[config.mk]
export PLATFORM = sky130hd
export DESIGN_NAME = regwrite_arbiter
export DESIGN_NICKNAME = d
export VERILOG_FILES = /design/src/rtl/regs_pkg.sv /design/src/rtl/rr_arbiter.sv /design/src/rtl/regwrite_arbiter.sv
export SDC_FILE = /design/constraint.sdc
export NUM_CORES = 1
export LEC_CHECK = 0
export ABC_AREA = 1
export CELL_PAD_IN_SITES_DETAIL_PLACEMENT = 0
export CELL_PAD_IN_SITES_GLOBAL_PLACEMENT = 1
export CORE_ASPECT_RATIO = 1.25
export CORE_UTILIZATION = 23
export CTS_BUF_LIST = sky130_fd_sc_hd__clkbuf_8
export DETAILED_ROUTE_END_ITERATION = 12
export PLACE_DENSITY = 0.79
export SYNTH_ARGS = -nofsm -noshare
export SYNTH_HDL_FRONTEND = slang
export SYNTH_SLANG_ARGS = --single-unit
[constraint.sdc]
create_clock -name clk -period 2.3 [get_ports clk]
set_input_delay 0.46 -clock clk [delete_from_list [all_inputs] [get_ports clk]]
set_output_delay 0.46 -clock clk [all_outputs]
set_load 0.1 [all_outputs]
[src/rtl/regs_pkg.sv]
// Shared register-file definitions: data width, register count and address type.
// The register file and its write-port arbiter both import this package.
package regs_pkg;

  localparam int N    = 32;
  localparam int NREG = 4;
  localparam int AW   = $clog2(NREG);

  typedef logic [AW-1:0] reg_addr_t;

  localparam reg_addr_t REG_ZERO = '0;

endpackage

[src/rtl/rr_arbiter.sv]
// Round-robin arbiter with a one-hot grant. The pointer holds the index of the
// most recent grant, so the search for a winner starts one position past it.
module rr_arbiter #(
  parameter int NREQ = 3
) (
  input  logic            clk,
  input  logic            rst_n,
  input  logic [NREQ-1:0] valid,
  input  logic            accept_en,
  output logic [NREQ-1:0] grant
);

  localparam int LW = (NREQ > 1) ? $clog2(NREQ) : 1;

  logic [LW-1:0]   last_q;
  logic [LW-1:0]   last_d;
  logic [NREQ-1:0] grant_d;
  logic            found;
  int              idx;

  always_comb begin
    grant_d = '0;
    last_d  = last_q;
    found   = 1'b0;
    idx     = 0;
    for (int k = 1; k <= NREQ; k++) begin
      idx = (int'(last_q) + k) % NREQ;
      if (!found && valid[idx]) begin
        found        = 1'b1;
        grant_d[idx] = 1'b1;
        last_d       = LW'(idx);
      end
    end
  end

  assign grant = accept_en ? grant_d : '0;

  // Reset to the last index so requester 0 wins the first contest.
  always_ff @(posedge clk or negedge rst_n) begin
    if (!rst_n) begin
      last_q <= LW'(NREQ - 1);
    end else if (accept_en && found) begin
      last_q <= last_d;
    end
  end

endmodule

[src/rtl/regwrite_arbiter.sv]
// Shares the register-file write port between writeback requesters and keeps a
// per-register busy scoreboard that the issue stage uses to stall.
module regwrite_arbiter
  import regs_pkg::*;
#(
  parameter int NREQ = 3
) (
  input  logic             clk,
  input  logic             rst_n,
  input  logic [NREQ-1:0]  req_valid,
  output logic [NREQ-1:0]  req_ready,
  input  logic [NREQ*AW-1:0] req_addr,
  input  logic [NREQ*N-1:0]  req_mask,
  input  logic [NREQ*N-1:0]  req_data,
  output logic [AW-1:0]    w1,
  output logic [N-1:0]     mask,
  output logic             wf,
  output logic [N-1:0]     w,
  input  logic             rsv_valid,
  input  reg_addr_t        rsv_addr,
  input  reg_addr_t        r1,
  input  reg_addr_t        r2,
  output logic [NREG-1:0]  busy,
  output logic             stall
);

  logic [NREQ-1:0] grant;
  logic            accept;
  reg_addr_t       win_addr;
  logic [N-1:0]    win_mask;
  logic [N-1:0]    win_data;

  // No downstream backpressure: whatever the arbiter selects is accepted.
  rr_arbiter #(.NREQ(NREQ)) u_rr (
    .clk       (clk),
    .rst_n     (rst_n),
    .valid     (req_valid),
    .accept_en (1'b1),
    .grant     (grant)
  );

  assign accept    = |grant;
  assign req_ready = grant;

  always_comb begin
    win_addr = '0;
    win_mask = '0;
    win_data = '0;
    for (int i = 0; i < NREQ; i++) begin
      if (grant[i]) begin
        win_addr = req_addr[i*AW +: AW];
        win_mask = req_mask[i*N +: N];
        win_data = req_data[i*N +: N];
      end
    end
  end

  logic            wf_q, wf_d;
  reg_addr_t       w1_q;
  logic [N-1:0]    mask_q;
  logic [N-1:0]    w_q;

  // Writes to register 0 or with an empty mask are consumed but never issued.
  assign wf_d = accept && (win_addr != REG_ZERO) && (|win_mask);

  always_ff @(posedge clk or negedge rst_n) begin
    if (!rst_n) begin
      wf_q   <= 1'b0;
      w1_q   <= '0;
      mask_q <= '0;
      w_q    <= '0;
    end else begin
      wf_q <= wf_d;
      if (accept) begin
        w1_q   <= win_addr;
        mask_q <= win_mask;
        w_q    <= win_data;
      end
    end
  end

  assign wf   = wf_q;
  assign w1   = w1_q;
  assign mask = mask_q;
  assign w    = w_q;

  logic [NREG-1:0] busy_q, busy_d;

  // Set is applied after clear so a same-address reservation keeps the bit.
  always_comb begin
    busy_d = busy_q;
    if (accept) busy_d[win_addr] = 1'b0;
    if (rsv_valid && (rsv_addr != REG_ZERO)) busy_d[rsv_addr] = 1'b1;
    busy_d[0] = 1'b0;
  end

  always_ff @(posedge clk or negedge rst_n) begin
    if (!rst_n) busy_q <= '0;
    else        busy_q <= busy_d;
  end

  assign busy  = busy_q;
  assign stall = busy_q[r1] | busy_q[r2];

endmodule

Word-level counts from Yosys, hierarchy flattened
Cells that the tools add are included.
Cells by class
  divide/modulo/power cells: 3
  $lt $le $gt $ge: 12
  $add $sub $neg: 3
  bitwise operators: 6
  reduce and logical (&&, ||, !) cells: 18
  muxes and demuxes: 43
Operators by type and width (number)
  $mux 32: 6
  $ge 32x1->1 const B: 3
  $lt 32x4->1 const B: 3
  $mod 32x3->32 const B: 3
  $reduce_or 32->1: 1
  $mux 1: 16
  $lt 2x3->1 const B: 4
  $mux 2: 6
  $bmux 1 s2: 5
  $demux 1 s2: 5
  $logic_and 1x1->1: 10
  $mux 3: 3
  $mux 4: 2
  $add 2x2->3 const B: 2
  $or 3x3->3: 2
  $and 4x4->4: 1
  $ge 2x1->1 const B: 2
  $not 4->4: 1
  $or 4x4->4: 1
  $reduce_bool 2->1: 2
  $add 2x1->3 const B: 1
  $reduce_bool 3->1: 1
  $reduce_or 3->1: 1
  $logic_not 1->1: 2
  2 further kinds: 2
Storage, ports and cells
  bits in registers: 72
  logic and storage cells: 91
  input bits: 210

Depth between registers and ports, before layout
  depth after elaboration: 24
  gate-level depth with buffers: 21

Cells and area by module
From an unflattened synthesis, not the netlist that was laid out.
Unflattened totals
  cell total of the unflattened synthesis: 598
  area total of the unflattened synthesis: 4305.4 µm²
Modules (own cells, without submodules)
  regwrite_arbiter: area an instance 3918.8 µm², seq. area each 1751.7 µm², cells an instance 533, instances 1
  rr_arbiter: area an instance 386.6 µm², seq. area each 51.3 µm², cells an instance 65, instances 1

Worst setup path after synthesis
OpenSTA, ideal clock, no wires.
  path kind: flip-flop to output port
  start point: register busy_q[2], in the netlist busy[2]
  end point: output port stall
  data arrival time: 2.710 ns
  path slack: -0.870 ns
  stages on the path, launching flop included: 3
  buffers on the path: 0
  cells stage by stage: dfrtp_1 -> o21ai_0 -> o221ai_1
Between the ends
  word-level cells in the longest chain between the ends: 3
RTL lines
  from (decl): RTL line regwrite_arbiter.sv:87  | logic [NREG-1:0] busy_q, busy_d;
  from (signal assigned): RTL line regwrite_arbiter.sv:99  | else busy_q <= busy_d;
  $bmux 1 s2: RTL line regwrite_arbiter.sv:103  | assign stall = busy_q[r1] | busy_q[r2];
  $mux 1 (not written as such): RTL line regwrite_arbiter.sv:103
  $or 1x1->1 *: RTL line regwrite_arbiter.sv:103
  to (decl): RTL line regwrite_arbiter.sv:24  | output logic stall
Every way passes the cells marked *; elsewhere a longest branch is shown, timed or not. The select of a mux whose other input is x is not followed.

Final worst setup path
  start point: register u_rr.last_q[1]
  end point: output port req_ready[1]
Between the ends
  word-level cells in the longest chain between the ends: 12
RTL lines
  from (decl): RTL line rr_arbiter.sv:15  | logic [LW-1:0] last_q;
  from (signal assigned): RTL line rr_arbiter.sv:41  | last_q <= LW'(NREQ - 1);
  from (signal assigned): RTL line rr_arbiter.sv:43  | last_q <= last_d;
  branches (longest 11 deep; another with $mod 32x3->32)
  $mux 3 *: RTL line rr_arbiter.sv:28  | if (!found && valid[idx]) begin
  to (decl): RTL line regwrite_arbiter.sv:11  | output logic [NREQ-1:0] req_ready,
Mark *: on every way between the ends. The select of a mux whose other input is x is not followed.

==> results.ini <==
[route]
via_per_inst=4.59
antenna_left=0
wl_met1_um=8510
wl_met2_um=11300
drt_first_iter_violations=211
wire_per_inst_um=16.4
drcViolationCount=0
vias=6089
met3_length_um=1480
drt_wl_total_um=21800
top_layer=met4
drtPass1Iterations=4

[floorplanning]
die-area_mm2=0.0209
coreArea_mm2=0.0197
die_y_um=161
start_util_pct=23.7
num_io_pins=285
die_width_um=129
rows=57

[timing]
fin_ws_ns=-0.451
setup_violations=73
rsz0062_at_grt=yes
fin_skew_ns=0.0171
hold_viol=0
fin_crit_ns=2.75
fmax_mhz=364
min_period_over_period_pct=120
slew_viol_final=0

[synth]
ys_seq_elements=72
synthAdderAreaFrac_pct=1.07
synth.largest_area_cell=dfrtp_1
avgSynthCellArea_um2=6.78
ys_seq_area_share_pct=38.6
synth-compound-area-share_pct=16.7
syn-instance-count=689
muxShareOfSynthArea_pct=0
synth.area.top_cells=dfrtp_1 (38%), nand2_1 (18%), nand3_1 (8.0%)
synth_area_mm2=0.00467
yosysWarnings=0
synth_top_family_by_area=simple AND/OR/NAND/NOR gates
synthesis.nets=903
synthSimpleGateAreaFrac_pct=33.9
ys_types=27
synth.top_cell.area_share_pct=38.0
synthXorXnorAreaFrac_pct=0

[run_status]
failed_checks=negative setup slack
status=complete, but fails checks

[grt]
grt-ovfl-total=0
grt_pass1_wl_um=33200
grt_max_degree=73
grt_use_total_pct=21.0
grt_pass1_vias=6146
antenna_found_initial=0

[setup_path]
critPathKind=register to output pin
critPathMaxStageDelay_ns=0.57
crit_buf_inv=3
slowest_stage=dfstp_2
worstPathMaxFanout=7
start_kind=register
cp.required_ns=1.84
ff2ff_setup_slack_ns=-0.40
cpLargestDelayFamily=flip-flops
arrival_ns=2.29
cp-end-kind=output pin
cp_cell_sequence=ha_4 > nand2_2 > nand2_2 > a21oi_4 > nand4_1 > nand3_4 > buf_12 > buf_16 > buf_16

[final_layout]
mostFrequentLayoutCell=nand2_1
antenna_cells=0
area_growth_pct=96.1
drive_gt1_share_pct=24.4
final_cell_mix=nand2_1 (209), clkdlybuf4s50_1 (208), buf_4 (168)
layout.nets=1270
fin_util_pct=46.5

[place]
pre_cts_ws_ns=-0.675
gp_congestion=0.864
dp_hpwl_um=15700
numPortBuffers=283

[min_path]
min_path_type=input pin to async pin

[clocking]
cts-root-buf=clkbuf_8
cts_sinks=72
clockBufferDepth=2
cts_buffers=9
tritoncts=yes
path_clk_slew_ns=0.08
htree_levels=3
worstSkewPairLatency_ns=0.38
cts_hold_buf=0

[job]
drv_cap=0

==> state kept, by name (all words and copies together), names as in the netlist <==
| signal | flops |
|---|---|
| w | 32 |
| busy | 3 |
| u_rr.last_q | 2 |
| mask | 32 |
| wf | 1 |
| w1 | 2 |
==> synth_stat cells, drive strengths merged <==
master and count:
dfrtp 71, nand2 219, buf 37, o21ai 15, inv 52, o221ai 1
o211ai 2, nand4 4, a41oi 32, o22ai 1, clkbuf 12, a21oi 35
dfstp 1, ha 4, nor2 93, conb 1, nand3 76, a31oi 32
o21bai 1
==> metal layers <==
layer	GRT usage [%]	vias up
met5	0	-
met1	23.5	2795
li1	-	3031
met3	4.54	31
met4	7.88	0
met2	38.4	232
==> stage by stage <==
step	hold WS (ns)	cell area (µm²)	setup TNS (ns)	cells
4_1_cts	0.102	9020	-22.60	1322
5_1_grt	0.125	9160	-34.84	1326
2_1_floorplan	0.164	4790	-0.185	689
3_3_place_gp	0.512	8370	-29.37	1282
3_5_place_dp	0.520	8370	-33.52	1282
6_report	0.0973	9160	-24.37	1326
==> logic make-up after synthesis <==
kind of cell,count (synthesis)
flip-flops,72
other,1
adder cells (fa/ha/maj),4
AND/OR/NAND/NOR,392
buffers and inverters,101
AO/OA/AOI/OAI,119
==> final timing paths <==
| path | startpoint | endpoint | depth (start not counted) |
|---|---|---|---|
| max | u_rr.last_q[1] | req_ready[1] | 9 |
| min | rst_n | w[7] | 2 |
| max reg2reg | u_rr.last_q[1] | wf | 18 |
| min reg2reg | w1[0] | w1[0] | 2 |
| max in group asynchronous | rst_n | u_rr.last_q[1] | 2 |
| min in group clk | w1[0] | w1[0] | 2 |
==> timing repair <==
action | in CTS | in global routing
cloned | 5 | 0
pin swaps | 12 | 13
endpoints found under the setup margin | 73 | 73
buffers inserted | 20 | 4
gates resized for setup | 25 | 25
==> area by class of cell <==
class	count	area, µm²
Tap cell	265	332
Clock buffer	10	138
Sequential cell	72	1800
Inverter	52	205
Clock inverter	6	108
Timing Repair Buffer	405	3970
Fill cell	2017	10500
Multi-Input combinational cell	516	2610
Power is left out: the tool's default activity adds up to more than one toggle a clock period on the data nets, which glitch-free logic cannot reach.
==> variant 1, RTL diff (same settings) <==
Change the package constant `REG_ZERO` from '0 to 1.
--- a/src/rtl/regs_pkg.sv
+++ b/src/rtl/regs_pkg.sv
@@ -10,3 +10,3 @@
 
-  localparam reg_addr_t REG_ZERO = '0;
+  localparam reg_addr_t REG_ZERO = 1;
 
Check against the original RTL: not equivalent (Yosys sat finds a counterexample within 4 cycles, from zero or initial values and one cycle with rst_n low).
==> variant 1 against the unedited design <==
- the run still ends with setup timing left
- routed wire length increased by 13%
- worst hold slack worse by 0.026 ns
- count of clock-buffer cells in the layout is the same
- cell count grew 0.83%
- area after synthesis increased by 1.5%
- worst setup slack worse by 0.055 ns
- clock skew shrank 0.0076 ns
- critical path depth up 1
- synthesized cell count is 0.44% lower
- design area up 12%
- sequential cell count unchanged
- critical path type unchanged
Power is not shown: default switching activity piles up to over one toggle a cycle in this logic, so the estimate is an artifact.
==> variant 1: results <==
[detailed_routing]
drtIter0Drc = 262
vias_per_cell = 4.72
vias = 6310
wl_per_cell_um = 18.4

[timing]
timing.hold.ws_ns = 0.0708
tns_ns = -24.59
finClkSkew_ns = 0.00949
finalWorstSetupSlack_ns = -0.506
setup_viol = 73

[logic_synthesis]
syn_nets = 900
synth-seq-area-share_pct = 38.0
synth.distinct_cells = 33
synth_area_leaders = "dfrtp_1 (37%), nand2_1 (17%), nand3_1 (8.1%), nor2_1 (7.2%), a41oi_1 (5.9%)"
yosys-top-cells-count = "nand2_1 (217), nor2_1 (91), nand3_1 (77), dfrtp_1 (71), inv_1 (45)"
synthCells = 686

[cells_and_area]
drive_above_1_share_pct = 35.1

[placed_design]
placed_cells = 1275
dp_worst_setup_slack_ns = -0.651
place.gp.congestion = 0.831
dpl-instance-area_um2 = 8280

[worst_setup_path]
crit_fanout = 6
arrival_ns = 2.35

[status]
violations = "setup timing"
outcome = "finished with violations"

[grt]
grt_usage_pct = 19.5
grt_pass1_vias = 5983
grt_pass1_wl_mm = 31.4

[clock_tree]
postCtsSetupBuffers = 13
variant 1: changes by cell type after synthesis, sizes merged:
cell	before	now
nor2	93	92
a21boi	0	1
clkbuf	12	10
nand2	219	221
buf	37	38
nand3	76	78
o211ai	2	1
o21ai	15	12
inv	52	50
variant 1: final timing paths:
| path | end | depth (start not counted) |
|---|---|---|
| setup / recovery | req_ready[0] | 10 |
| hold / removal | w[4]$_DFFE_PN0N_ | 1 |
| setup reg to reg | wf$_DFF_PN0_ | 18 |
| hold reg to reg | w1[1]$_DFFE_PN0N_ | 2 |
| max in group asynchronous | u_rr.last_q[1]$_DFFE_PN1P_ | 2 |
| min in group clk | w1[1]$_DFFE_PN0N_ | 2 |
variant 1: cell type report:
class                      count  area, um2
clock buffer                  10        138
clock inverter                 6        131
fill                        1957       9940
inverter                      50        203
tap                          270        338
multi-input combinational    516       3350
timing repair buffer         413       4270
sequential                    72       1800
variant 1: cell families (layout without fill, tap and decap cells):
group                      after synthesis  in the layout  share of synthesized area [%]
AOI/OAI and AO/OA                      116            116                           16.9
adders and majority gates                4              4                           1.06
buffers and inverters                   98            479                           9.71
DFF                                     72             72                           38.0
other                                    1              1                         0.0791
and+or+nand+nor                        395            395                           34.2
variant 1: per-layer routing:
metal / part of all wire [%] / routed length [um] / up-vias / GRT usage [%]
li1: - / - / 3047 / -
met1: 39 / 9520 / 2965 / 22.2
met2: 52 / 12700 / 261 / 35.6
met3: 6.9 / 1700 / 37 / 4.70
met4: 2.5 / 622 / 0 / 5.85
met5: 0 / 0 / - / 0
variant 1: critical path, delay by kind of cell, from the launching register on:
kind | cells | cell delay [ns]
simple gates | 4 | 0.48
buf+inv | 4 | 0.52
fa+ha+maj | 1 | 0.18
flops | 1 | 0.58
compound gates | 1 | 0.21
==> variant 2, RTL diff (config.mk and constraints unchanged) <==
Made on the original files. Reset style: synchronous (`rst_n`), changed in 3 clocked blocks.
--- a/src/rtl/rr_arbiter.sv
+++ b/src/rtl/rr_arbiter.sv
@@ -38,3 +38,3 @@
   // Reset to the last index so requester 0 wins the first contest.
-  always_ff @(posedge clk or negedge rst_n) begin
+  always_ff @(posedge clk) begin
     if (!rst_n) begin
--- a/src/rtl/regwrite_arbiter.sv
+++ b/src/rtl/regwrite_arbiter.sv
@@ -65,3 +65,3 @@
 
-  always_ff @(posedge clk or negedge rst_n) begin
+  always_ff @(posedge clk) begin
     if (!rst_n) begin
@@ -96,3 +96,3 @@
 
-  always_ff @(posedge clk or negedge rst_n) begin
+  always_ff @(posedge clk) begin
     if (!rst_n) busy_q <= '0;
Formal check against the unedited RTL: differs if rst_n is asserted again (counterexample within 4 cycles, from zero or initial values and one cycle with rst_n low); with rst_n held inactive, the same outputs for 4 cycles.
==> variant 2 against the unedited design <==
- sequential cell count is the same
- via count is essentially flat
- routed wire length grew 0.39%
- worst setup slack gained 0.12 ns
- critical path type unchanged
- cell count grew 4.1%
- the run still ends with setup timing left
- design area grew 3.1%
- area after synthesis shrank 0.96%
Power is not shown: default switching activity piles up to over one toggle a cycle in this logic, so the estimate is an artifact.
==> variant 2: results <==
[status]
outcome = "finished with violations"
violations = "setup timing"

[detailed_routing]
wl_per_cell_um = 15.8
vias_per_cell = 4.41

[logic_synthesis]
yosys-top-cells-count = "nand2_1 (287), inv_1 (91), nand3_1 (79), dfxtp_1 (72), nor2_1 (55)"
synth_area_leaders = "dfxtp_1 (31%), nand2_1 (23%), nand3_1 (8.5%), inv_1 (7.4%), nor2_1 (4.5%)"
syn_nets = 984
synth.distinct_cells = 33
ys.flop_type = "dfxtp_1"

[worst_setup_path]
crit_fanout = 5
crit_family = "buffers and inverters"
reg2reg_depth = 20
r2r_end = "wf$_SDFF_PN0_"
cp_slowest_stage_delay_ns = 0.34
worstSetupStartpoint = "u_rr.last_q[0]$_SDFFE_PN0P_"
cpMaxStageDelayCell = "dfxtp_2"
arrival_ns = 2.17

[placed_design]
dpl.hpwl_mm = 14.5
dp_worst_setup_slack_ns = -0.554
place.gp.congestion = 0.795

[cells_and_area]
fillers = 2041

[timing]
setup_viol = 69
tns_ns = -12.01
finalWorstSetupSlack_ns = -0.328
timing.hold.ws_ns = 0.484

[grt]
grt_pass1_wl_mm = 31.8
grt_pass1_vias = 6015
-- variant 2: cell types whose count changed in the layout (fill, tap and decap cells not counted), moves of 23 or more --
| cell | change |
|---|---|
| nand2_2 | +51 |
| a31oi_1 | -23 |
| dfrtp_1 | -71 |
| inv_1 | +44 |
| dfxtp_1 | +69 |
| buf_4 | -39 |
| a41oi_1 | -26 |
| nand2_4 | +24 |
| nor2_1 | -42 |
-- variant 2: timing repair --
action | CTS | global route
pin swaps | 7 | 54
hold buffers | 0 | 0
setup endpoints to repair | 73 | 73
setup buffers | 16 | 9
cloned | 7 | 3
gates resized for setup | 54 | 157
-- variant 2: per-layer routing --
layer  global-route usage, %  vias up  part of all wire [%]
li1                        -     3105                     -
met1                    23.2     2754                    41
met2                    36.5      210                    51
met3                    4.66       15                   6.7
met4                    5.45        0                  0.90
met5                       0        -                     0
-- variant 2: cell type report --
type / count / share of cell area [%]
Sequential cell: 72 / 15.3
Antenna cell: 1 / 0.0265
Multi-Input combinational cell: 553 / 34.1
Clock inverter: 4 / 0.796
Timing Repair Buffer: 378 / 40.6
Inverter: 95 / 3.91
Tap cell: 265 / 3.51
Clock buffer: 12 / 1.75
-- variant 2: how the worst max path moves through the flow --
| stage | end | slack [ns] | depth (start not counted) |
|---|---|---|---|
| global placement | wf$_SDFF_PN0_ | -0.55 | 19 |
| CTS | req_ready[1] | -0.32 | 11 |
| detailed placement | wf$_SDFF_PN0_ | -0.55 | 19 |
| finish | req_ready[1] | -0.33 | 11 |
| global route | wf$_SDFF_PN0_ | -0.50 | 20 |
| floorplan | wf$_SDFF_PN0_ | 0.009 | 20 |
-- variant 2: kinds of logic after synthesis --
kind of cell    synth area share (%)
simple gates                    41.7
buf+inv                         13.7
compound gates                  12.3
flops                           31.2
fa+ha+maj                       1.08
other cells                   0.0811
